$ cat config.mk
export PLATFORM = sky130hd
export DESIGN_NAME = board_access_arbiter_flat
export DESIGN_NICKNAME = d
export VERILOG_FILES = /design/src/rtl/board_access_arbiter_if.sv /design/src/rtl/board_access_arbiter.sv /design/src/flat_wrapper.sv
export SDC_FILE = /design/constraint.sdc
export NUM_CORES = 1
export LEC_CHECK = 0
export ABC_AREA = 1
export CELL_PAD_IN_SITES_DETAIL_PLACEMENT = 1
export CELL_PAD_IN_SITES_GLOBAL_PLACEMENT = 1
export CORE_ASPECT_RATIO = 1.5
export CORE_MARGIN = 2
export CORE_UTILIZATION = 29
export DETAILED_ROUTE_END_ITERATION = 8
export PLACE_DENSITY_LB_ADDON = 0.1
export SYNTH_ARGS = -nofsm -noshare
export SYNTH_HDL_FRONTEND = slang
export SYNTH_SLANG_ARGS = --single-unit
$ cat constraint.sdc
create_clock -name clk -period 1.26 [get_ports clk]
set_input_delay 0.252 -clock clk [delete_from_list [all_inputs] [get_ports clk]]
set_output_delay 0.252 -clock clk [all_outputs]
set_load 0.005 [all_outputs]
$ cat src/rtl/board_access_arbiter_if.sv
// Board access bundle: CPU request port, clear control and the cell-store bus.
// The arbiter connects through the slave modport; the requester/store side uses master.
interface board_access_arbiter_if;
    logic       cpu_req;
    logic       cpu_we;
    logic [4:0] cpu_x;
    logic [4:0] cpu_y;
    logic [3:0] cpu_wdata;
    logic       cpu_ack;
    logic       cpu_err;
    logic [3:0] cpu_rdata;
    logic       clear_start;
    logic       clear_busy;
    logic       clear_done;
    logic       st_we;
    logic       st_re;
    logic [4:0] st_x;
    logic [4:0] st_y;
    logic [3:0] st_wdata;
    logic [3:0] st_rdata;

    modport master (
        output cpu_req, cpu_we, cpu_x, cpu_y, cpu_wdata, clear_start, st_rdata,
        input  cpu_ack, cpu_err, cpu_rdata, clear_busy, clear_done,
               st_we, st_re, st_x, st_y, st_wdata
    );

    modport slave (
        input  cpu_req, cpu_we, cpu_x, cpu_y, cpu_wdata, clear_start, st_rdata,
        output cpu_ack, cpu_err, cpu_rdata, clear_busy, clear_done,
               st_we, st_re, st_x, st_y, st_wdata
    );
endinterface

$ cat src/rtl/board_access_arbiter.sv
// Sole master of the board cell store: serves CPU loads/stores and a row-major
// clear sweep that zeroes every cell one per cycle.
module board_access_arbiter #(
    parameter int COLS = 20,
    parameter int ROWS = 15
) (
    input  logic                  clk,
    input  logic                  rst,
    board_access_arbiter_if.slave bus
);

    localparam logic [4:0] COLS_L = 5'(COLS);
    localparam logic [4:0] ROWS_L = 5'(ROWS);
    localparam logic [4:0] LAST_X = 5'(COLS - 1);
    localparam logic [4:0] LAST_Y = 5'(ROWS - 1);

    typedef enum logic [2:0] {
        IDLE     = 3'd0,
        WR       = 3'd1,
        RD_ISSUE = 3'd2,
        RD_WAIT  = 3'd3,
        ACK      = 3'd4,
        CLEAR    = 3'd5
    } state_t;

    state_t     state_r;
    logic       pending_r;
    logic       cpu_ack_r;
    logic       cpu_err_r;
    logic [3:0] cpu_rdata_r;
    logic       clear_busy_r;
    logic       clear_done_r;
    logic       st_we_r;
    logic       st_re_r;
    logic [4:0] st_x_r;
    logic [4:0] st_y_r;
    logic [3:0] st_wdata_r;

    logic       in_range_s;
    logic       clear_req_s;
    logic       sweep_last_s;
    logic [4:0] next_x_s;
    logic [4:0] next_y_s;

    // Request decode and next sweep cell, derived from the cell currently being written.
    always_comb begin
        in_range_s   = (bus.cpu_x < COLS_L) && (bus.cpu_y < ROWS_L);
        clear_req_s  = pending_r | bus.clear_start;
        sweep_last_s = (st_x_r == LAST_X) && (st_y_r == LAST_Y);
        if (st_x_r == LAST_X) begin
            next_x_s = 5'd0;
            next_y_s = st_y_r + 5'd1;
        end else begin
            next_x_s = st_x_r + 5'd1;
            next_y_s = st_y_r;
        end
    end

    // Arbitration FSM; strobes and pulses default low so the store bus idles at zero.
    always_ff @(posedge clk or posedge rst) begin
        if (rst) begin
            state_r      <= IDLE;
            pending_r    <= 1'b0;
            cpu_ack_r    <= 1'b0;
            cpu_err_r    <= 1'b0;
            cpu_rdata_r  <= 4'd0;
            clear_busy_r <= 1'b0;
            clear_done_r <= 1'b0;
            st_we_r      <= 1'b0;
            st_re_r      <= 1'b0;
            st_x_r       <= 5'd0;
            st_y_r       <= 5'd0;
            st_wdata_r   <= 4'd0;
        end else begin
            cpu_ack_r    <= 1'b0;
            cpu_err_r    <= 1'b0;
            clear_done_r <= 1'b0;
            st_we_r      <= 1'b0;
            st_re_r      <= 1'b0;
            st_x_r       <= 5'd0;
            st_y_r       <= 5'd0;
            st_wdata_r   <= 4'd0;
            if (bus.clear_start && (state_r != CLEAR)) begin
                pending_r    <= 1'b1;
                clear_busy_r <= 1'b1;
            end
            case (state_r)
                IDLE: begin
                    // A clear raised in this very cycle still wins over the CPU.
                    if (clear_req_s) begin
                        state_r      <= CLEAR;
                        pending_r    <= 1'b0;
                        clear_busy_r <= 1'b1;
                        st_we_r      <= 1'b1;
                    end else if (bus.cpu_req) begin
                        if (!in_range_s) begin
                            state_r     <= ACK;
                            cpu_ack_r   <= 1'b1;
                            cpu_err_r   <= 1'b1;
                            cpu_rdata_r <= 4'd0;
                        end else if (bus.cpu_we) begin
                            state_r    <= WR;
                            st_we_r    <= 1'b1;
                            st_x_r     <= bus.cpu_x;
                            st_y_r     <= bus.cpu_y;
                            st_wdata_r <= bus.cpu_wdata;
                            cpu_ack_r  <= 1'b1;
                        end else begin
                            state_r <= RD_ISSUE;
                            st_re_r <= 1'b1;
                            st_x_r  <= bus.cpu_x;
                            st_y_r  <= bus.cpu_y;
                        end
                    end else begin
                        state_r <= IDLE;
                    end
                end
                WR: begin
                    state_r <= IDLE;
                end
                RD_ISSUE: begin
                    state_r <= RD_WAIT;
                end
                RD_WAIT: begin
                    state_r     <= ACK;
                    cpu_rdata_r <= bus.st_rdata;
                    cpu_ack_r   <= 1'b1;
                end
                ACK: begin
                    state_r <= IDLE;
                end
                CLEAR: begin
                    if (sweep_last_s) begin
                        state_r      <= IDLE;
                        clear_done_r <= 1'b1;
                        clear_busy_r <= 1'b0;
                    end else begin
                        state_r <= CLEAR;
                        st_we_r <= 1'b1;
                        st_x_r  <= next_x_s;
                        st_y_r  <= next_y_s;
                    end
                end
                default: begin
                    state_r <= IDLE;
                end
            endcase
        end
    end

    assign bus.cpu_ack    = cpu_ack_r;
    assign bus.cpu_err    = cpu_err_r;
    assign bus.cpu_rdata  = cpu_rdata_r;
    assign bus.clear_busy = clear_busy_r;
    assign bus.clear_done = clear_done_r;
    assign bus.st_we      = st_we_r;
    assign bus.st_re      = st_re_r;
    assign bus.st_x       = st_x_r;
    assign bus.st_y       = st_y_r;
    assign bus.st_wdata   = st_wdata_r;

endmodule

$ cat src/flat_wrapper.sv
// flat-port wrapper written by rule: the top's interface ports become plain ports
module board_access_arbiter_flat 
#(
    parameter int COLS = 20,
    parameter int ROWS = 15
)
  (clk, rst, bus_cpu_req, bus_cpu_we, bus_cpu_x, bus_cpu_y, bus_cpu_wdata, bus_clear_start, bus_st_rdata, bus_cpu_ack, bus_cpu_err, bus_cpu_rdata, bus_clear_busy, bus_clear_done, bus_st_we, bus_st_re, bus_st_x, bus_st_y, bus_st_wdata);
  board_access_arbiter_if bus_i ();
  input  logic clk;
  input  logic rst;
  input wire logic [$bits(bus_i.cpu_req)-1:0] bus_cpu_req;
  input wire logic [$bits(bus_i.cpu_we)-1:0] bus_cpu_we;
  input wire logic [$bits(bus_i.cpu_x)-1:0] bus_cpu_x;
  input wire logic [$bits(bus_i.cpu_y)-1:0] bus_cpu_y;
  input wire logic [$bits(bus_i.cpu_wdata)-1:0] bus_cpu_wdata;
  input wire logic [$bits(bus_i.clear_start)-1:0] bus_clear_start;
  input wire logic [$bits(bus_i.st_rdata)-1:0] bus_st_rdata;
  output wire logic [$bits(bus_i.cpu_ack)-1:0] bus_cpu_ack;
  output wire logic [$bits(bus_i.cpu_err)-1:0] bus_cpu_err;
  output wire logic [$bits(bus_i.cpu_rdata)-1:0] bus_cpu_rdata;
  output wire logic [$bits(bus_i.clear_busy)-1:0] bus_clear_busy;
  output wire logic [$bits(bus_i.clear_done)-1:0] bus_clear_done;
  output wire logic [$bits(bus_i.st_we)-1:0] bus_st_we;
  output wire logic [$bits(bus_i.st_re)-1:0] bus_st_re;
  output wire logic [$bits(bus_i.st_x)-1:0] bus_st_x;
  output wire logic [$bits(bus_i.st_y)-1:0] bus_st_y;
  output wire logic [$bits(bus_i.st_wdata)-1:0] bus_st_wdata;
  assign bus_i.cpu_req = bus_cpu_req;
  assign bus_i.cpu_we = bus_cpu_we;
  assign bus_i.cpu_x = bus_cpu_x;
  assign bus_i.cpu_y = bus_cpu_y;
  assign bus_i.cpu_wdata = bus_cpu_wdata;
  assign bus_i.clear_start = bus_clear_start;
  assign bus_i.st_rdata = bus_st_rdata;
  assign bus_cpu_ack = bus_i.cpu_ack;
  assign bus_cpu_err = bus_i.cpu_err;
  assign bus_cpu_rdata = bus_i.cpu_rdata;
  assign bus_clear_busy = bus_i.clear_busy;
  assign bus_clear_done = bus_i.clear_done;
  assign bus_st_we = bus_i.st_we;
  assign bus_st_re = bus_i.st_re;
  assign bus_st_x = bus_i.st_x;
  assign bus_st_y = bus_i.st_y;
  assign bus_st_wdata = bus_i.st_wdata;
  board_access_arbiter #(.COLS(COLS), .ROWS(ROWS)) u_core (.clk(clk), .rst(rst), .bus(bus_i));
endmodule
==> metrics.md, run 1 <==
| Metric | Value |
|---|---|
| R2R setup slack | -0.17 ns |
| Compound-gate portion of the synthesized area | 0.04858 |
| Max incr delay on CP | around 0.37 ns |
| Relative slew slack | 0.7683 |
| Sequential cell area fraction in the yosys report | 0.5133 |
| Slowest CP cell | dfrtp_1 |
| Cell count after synthesis | approximately 160 |
| Synthesized flop and latch total | 28 |
| Most used routing layer | met2 |
| IR Drop Worst-Case VDD | approximately 750 µV |
| Share of the synthesized netlist area taken by xor and xnor gates | 0.01925 |
| Worst-Skew Late Latency | between 0.2 and 0.3 ns |
| Buffer type at the clock tree root | clkbuf_8 |
| Summed instance area of the synthesized netlist | 1365 µm² |
| Via density per instance | about 4.6 |
| Area delta synth->final | 89.83% |
| Highest net fanout along the worst path | 7 |
| Top-level I/O count | 47 |
| Placed cell count | 306 |
| RSZ-0062 raised after global routing | true |
| Via count | between 1500 and 2000 |
| Die Width | about 60 µm |
| Detail Route Antenna Nets | 0 |
| Total routing resource utilization after global routing | 0.1888 |
| Post-layout nets | 297 |
| Crit start category | flip-flop |
| Wire length of the first global-routing pass | around 7.5 mm |
| Post-place setup slack | -0.3622 ns |
| Count of pins over their slew limit | 0 |
| Mapped Nets | 189 |
| GPL Wtd Cong | 0.8750 |
| Run status | complete, but fails checks |
| LEAKAGE | ~0.0014 µW |
| Met1 track demand over resource in global routing | 0.2070 |
| Period minus WS final | 1.426 ns |
| Type of the worst setup path | flip-flop to flip-flop |
| Final Skew | 0.003277 ns |
| Worst endpoint required time | between 1 and 1.5 ns |
| Max cap viols | 0 |
| Number of DRC violations after detailed routing | 0 |
| Fraction of layout cells with a size suffix above 1 | 0.4610 |
| Simple-gate area share of the yosys netlist | 0.3281 |
| Routed WL per cell | around 15 µm |
| Final setup violating endpoints | 27 |
| Synthesized area per cell | between 8 and 9 µm² |
| Buffer depth of the longest clock path | 2 |
| Failing checks | setup timing |
| Number of warnings reported in the yosys synthesis log | 0 |
| Achievable clock frequency | between 700 and 800 MHz |
| Endpoint arrival time on the critical path | between 1.5 and 2 ns |
| Overall die height | about 90 µm |
| Grt met3 use | 0.02068 |
| Routed wire length | between 5 and 6 mm |
| Share of the core filled with cells | 0.5705 |
| Mux cell area share after synthesis | 0 |
| Clock input transition at the sequential cells of the worst setup and hold paths | 0.10 ns |
| Dominant combinational cell family by area after synthesis | simple AND/OR/NAND/NOR gates |
| Floorplan die area | between 5000 and 6000 µm² |
| Filler cells | 522 |
| CP Cell Sequence | ha_2, nand2_2, nor3_4, nand2_4, a21oi_4, o211ai_1 |
| # rows | 30 |
| Core area | around 4500 µm² |
| Initial standard-cell utilization of the core | 0.3006 |
| Post-synthesis adder-cell area fraction | 0.02750 |
| Drt first pass iters | 4 |
| Number of antenna repair diodes | 0 |
| Via count of the first global-routing pass | 1643 |
| Clock buffers created by TritonCTS | 3 |
| Final HPWL from detailed placement | 3.544 mm |
| Final period util | 1.132 |
| Hold Vio Cnt, Final | 0 |
| Remaining Overflow, GRT | 0 |
| H-tree level count | 1 |
| Largest net degree at the start of global routing | 29 |
| Port bufs | 46 |
| Clock tree from TritonCTS | yes |
| Number of library cell types mapped by synthesis | 26 |
| Worst min-delay path category | input pin to flip-flop |
| Number of antenna violations at the first check in global routing | 0 |
| Total clock sinks | 28 |
| Measured slew at the worst slew-check pin | 0.3465 ns |
| Sort of element at the end of the critical path | flip-flop |
| Hold WS | 0.2945 ns |
| Final cell count without fillers | 333 |
| Minimum setup slack in the final design | -0.1663 ns |
| Power density normalized to cell area | about 1300 nW/µm² |
| Violation count after the first detailed-route iteration | 16 |
| Met2 usage | 0.3646 |
[synthesized netlist by cell type (all sizes together)]
master,instances,share of area
o211ai,1,0.0055
a31o,1,0.0064
o22ai,1,0.0046
nand3b,1,0.0055
nand4,3,0.014
nor3,3,0.018
xor2,2,0.013
inv,18,0.049
nor2,16,0.055
dfrtp,28,0.51
a21oi,3,0.014
nand2,49,0.14
o21ai,5,0.018
buf,2,0.014
ha,3,0.028
nand3,26,0.099
xnor2,1,0.0064
[repair_timing]
item / 4_1_cts / 5_1_grt
setup endpoints to repair: 42 / 33
pin swaps: 9 / 19
buffers inserted: 18 / 10
resized for setup: 63 / 42
hold buffers: 0 / 0
hold endpoints to repair: 0 / 0
[final cells by class]
type	instances	area (µm²)	area share
repair buffers	105	923.4	0.3563
multi-input cells	115	775.7	0.2994
flip-flops and latches	28	700.7	0.2704
well taps	64	80.08	0.03090
inverters	18	70.07	0.02704
clock buffers	3	41.29	0.01593
[state kept, by name, summed over array words and instances (netlist names), 3 cells and up]
| register | cells |
|---|---|
| u_core.state_r | 3 |
| u_core.bus.st_y | 5 |
| u_core.bus.cpu_rdata | 4 |
| u_core.bus.st_x | 5 |
| u_core.bus.st_wdata | 4 |
[routing by layer]
metal  vias up  part of all wire
li1        738                 -
met1       756              0.38
met2        37              0.57
met3         9             0.033
met4         0             0.019
met5         -                 0
[through the flow]
stage	power, µW	cell area, µm²	TNS [ns]
after global routing	3530	2591	-4.125
final	3316	2591	-2.120
after global placement	2339	2167	-6.232
after detailed placement	2390	2167	-6.871
after CTS	3094	2415	-1.100
after floorplan	1663	1370	-0.06283
[worst max-delay path, delay by kind of cell (launching register included)]
kind / cells / cell delay [ns]
AND/OR/NAND/NOR: 3 / 0.42
flip-flops: 1 / 0.37
AO/OA/AOI/OAI: 2 / 0.30
adder cells (fa/ha/maj): 1 / 0.20
[power breakdown]
part	switching, µW	internal [µW]
sequential	93.4	1050
combinational	805	865
clock	286	215
total	1180	2130
[path summary, 6_finish.rpt]
| check | startpoint | to | cells past startpoint |
|---|---|---|---|
| setup / recovery | u_core.bus.st_x[1] | u_core.state_r[2] | 6 |
| hold / removal | bus_cpu_x[3] | u_core.bus.st_x[3] | 3 |
| setup reg to reg | u_core.bus.st_x[1] | u_core.state_r[2] | 6 |
| hold reg to reg | u_core.pending_r | u_core.pending_r | 2 |
| max in group asynchronous | rst | u_core.bus.st_y[1] | 3 |
| min in group asynchronous | rst | u_core.bus.st_wdata[1] | 3 |
[cell usage in the layout (no fill, tap or decap)]
cell type         n
nor2_2            7
nand3b_1          1
clkdlybuf4s50_1  20
nor3_2            2
clkdlybuf4s15_1   1
ha_1              1
a21oi_1           2
nand2_4           4
inv_2             5
dfrtp_1          28
clkbuf_2          2
ha_2              2
buf_4            51
nand3_1           9
nor2_1            7
o21ai_1           2
o21ai_2           3
dlygate4sd2_1    16
xor2_1            2
nand2_2           9
clkbuf_8          3
o22ai_1           1
buf_6            12
nand3_2          15
nor3_4            1
nand4_1           3
inv_1            12
buf_12            1
nand2_1          36
nand3_4           2
dlymetal6s2s_1    2
xnor2_1           1
nor2_4            2
a31o_2            1
a21oi_4           1
o211ai_1          1
inv_4             1
[kinds of logic after synthesis]
| family | after synthesis |
|---|---|
| xor gates and xnor gates | 3 |
| adders and majority gates | 3 |
| and+or+nand+nor | 98 |
| AOI/OAI and AO/OA | 11 |
| DFF | 28 |
| buffers and inverters | 20 |
Note: power is estimated with default switching activity, not from simulation.
==> run 2: changes to the inputs <==
CORE_UTILIZATION = 34   (was 29)
clock period = 1.8 ns   (was 1.26 ns; I/O delays follow)
==> run 2 against run 1 <==
The run now ends clean. Setup slack better by 0.31 ns. Global-route usage down 0.39 points. Combinational power down 60%. Power down 45%. Clock skew up 0.0025 ns. Utilization down 6.7 points. Sequential power down 27%. Hold slack better by 0.17 ns.
==> metrics.md, run 2 (synthesized netlist as in run 1, its figures left out) <==
| Metric | Value |
|---|---|
| Max cap viols | 0 |
| Startpoint of the worst register-to-register path | u_core.bus.st_x[0] |
| Number of antenna repair diodes | 0 |
| IR Drop Worst-Case VDD | 504.3 µV |
| Post-layout nets | between 200 and 250 |
| Clock input transition at the sequential cells of the worst setup and hold paths | about 0.09 ns |
| Hold Vio Cnt, Final | 0 |
| Clock buffers created by TritonCTS | 3 |
| Number of antenna violations at the first check in global routing | 0 |
| Drt first pass iters | 4 |
| Switching Power | about 630 µW |
| Measured slew at the worst slew-check pin | between 0.3 and 0.4 ns |
| Die Width | between 50 and 60 µm |
| Crit start category | flip-flop |
| Achievable clock frequency | 604.9 MHz |
| Core area | about 4000 µm² |
| Overall die height | 81.61 µm |
| Count of buffer and inverter cells on the critical path | 1 |
| Slowest CP cell | clkdlybuf4s50_1 |
| Max incr delay on CP | 0.55 ns |
| Detail Route Antenna Nets | 0 |
| Type of the worst setup path | flip-flop to primary output |
| Total routing resource utilization after global routing | 0.1848 |
| Buffer type at the clock tree root | clkbuf_8 |
| Top Family by Delay on Critical Path | buffers and inverters |
| Floorplan die area | ~4500 µm² |
| Endpoint arrival time on the critical path | 1.29 ns |
| Cell internal power dissipation | around 1200 µW |
| Seq pwr share | 0.455 |
| Via density per instance | just over 5 |
| Wire length of the first global-routing pass | 6.555 mm |
| Portion of total power attributed to the clock network | 0.180 |
| Largest net degree at the start of global routing | 29 |
| Remaining Overflow, GRT | 0 |
| Post-cts hold buffer count | 0 |
| Worst endpoint required time | roughly 1.4 ns |
| Port bufs | 46 |
| Stages on worst setup path | 1 |
| Pwr Total | about 1800 µW |
| Final cell count without fillers | roughly 260 |
| Total clock sinks | 28 |
| Worst-Skew Late Latency | 0.27 ns |
| Initial standard-cell utilization of the core | 0.3510 |
| Period minus WS final | between 1.5 and 2 ns |
| Number of DRC violations after detailed routing | 0 |
| # rows | 28 |
| Power density normalized to cell area | between 900 and 1000 nW/µm² |
| Run status | complete, no violations |
| Routed wire length | 3.922 mm |
| Switching power share of the total | 0.3441 |
| Fraction of layout cells with a size suffix above 1 | 0.1106 |
| GPL Wtd Cong | ~0.8 |
| Top-level I/O count | 47 |
| Count of pins over their slew limit | 0 |
| Via count | approximately 1300 |
| Launching element of the worst setup path | u_core.bus.st_y[0] |
| Final period util | 0.9184 |
| Area delta synth->final | 43.35% |
| RSZ-0062 raised after global routing | false |
| Commonest non-fill, non-tap cell in the layout | nand2_1 |
| Via count of the first global-routing pass | 1394 |
| Violation count after the first detailed-route iteration | 18 |
| Worst flop-to-flop path endpoint | u_core.state_r[2] |
| CP Cell Sequence | clkdlybuf4s50_1 |
| Placed cell count | between 200 and 300 |
| Sum of negative setup slack | 0 ns |
| Buffer depth of the longest clock path | 2 |
| Routed WL per cell | 14.97 µm |
| Final setup violating endpoints | 0 |
| Post_cts resized | 0 |
| Worst min-delay path category | input pin to asynchronous set/reset pin |
| Highest net fanout along the worst path | 6 |
| Sort of element at the end of the critical path | primary output |
| Most frequent cells in the layout | nand2_1 (48), clkdlybuf4s50_1 (46), dfrtp_1 (28) |
| LEAKAGE | 0.0009407 µW |
| Relative slew slack | 0.7385 |
| H-tree level count | 1 |
| Combinational power share | 0.365 |
| Last element of the critical path | bus_st_y[0] |
| Clock tree from TritonCTS | yes |
| Final Skew | 0.005809 ns |
| R2R setup slack | approximately 0.22 ns |
| Number of buffers added for setup after CTS | 0 |
| FF-to-FF path depth | 6 |
| Final HPWL from detailed placement | between 3 and 4 mm |
## run 2: routing by layer
metal / up-vias / part of all wire / routed length, µm / global-route usage
li1: 631 / - / - / -
met1: 662 / 0.38 / 1494 / 0.2038
met2: 34 / 0.56 / 2200 / 0.3571
met3: 8 / 0.034 / 132 / 0.02362
met4: 0 / 0.024 / 95 / 0.07317
met5: - / 0 / 0 / 0
## run 2: worst min path at each step
| stage | from | end | slack [ns] |
|---|---|---|---|
| floorplan | rst | u_core.bus.clear_busy | 0.43 |
| global placement | u_core.bus.cpu_rdata[3] | u_core.bus.cpu_rdata[3] | 0.49 |
| detailed placement | u_core.bus.cpu_rdata[0] | u_core.bus.cpu_rdata[0] | 0.51 |
| CTS | rst | u_core.bus.st_x[0] | 0.48 |
| global route | rst | u_core.bus.cpu_err | 0.52 |
| finish | rst | u_core.bus.cpu_err | 0.46 |
## run 2: final cells by class
type                    instances  area, µm²
fillers                       480       1932
clock buffers                   3      41.29
inverters                      18      67.56
well taps                      45      56.30
multi-input cells             115      578.1
repair buffers                 53      513.0
flip-flops and latches         28      700.7
## run 2: per-stage QoR
step | worst slack (ns) | hold slack [ns] | cell area, µm² | util
finish | 0.1470 | 0.4602 | 1957 | 0.5032
global route | 0.05702 | 0.5214 | 1957 | 0.5032
global placement | 0.07546 | 0.4850 | 1916 | 0.4926
floorplan | 0.4605 | 0.4254 | 1365 | -
detailed placement | 0.04793 | 0.5091 | 1916 | 0.4926
CTS | 0.1399 | 0.4751 | 1957 | 0.5032
## run 2: power groups by stage
stage                     clock network [µW]  registers (µW)  logic, µW
after floorplan                            0             834        329
after global placement                     0             838        643
after detailed placement                   0             847        676
after CTS                                342             835        680
after global routing                     370             851        745
final                                    330             833        669
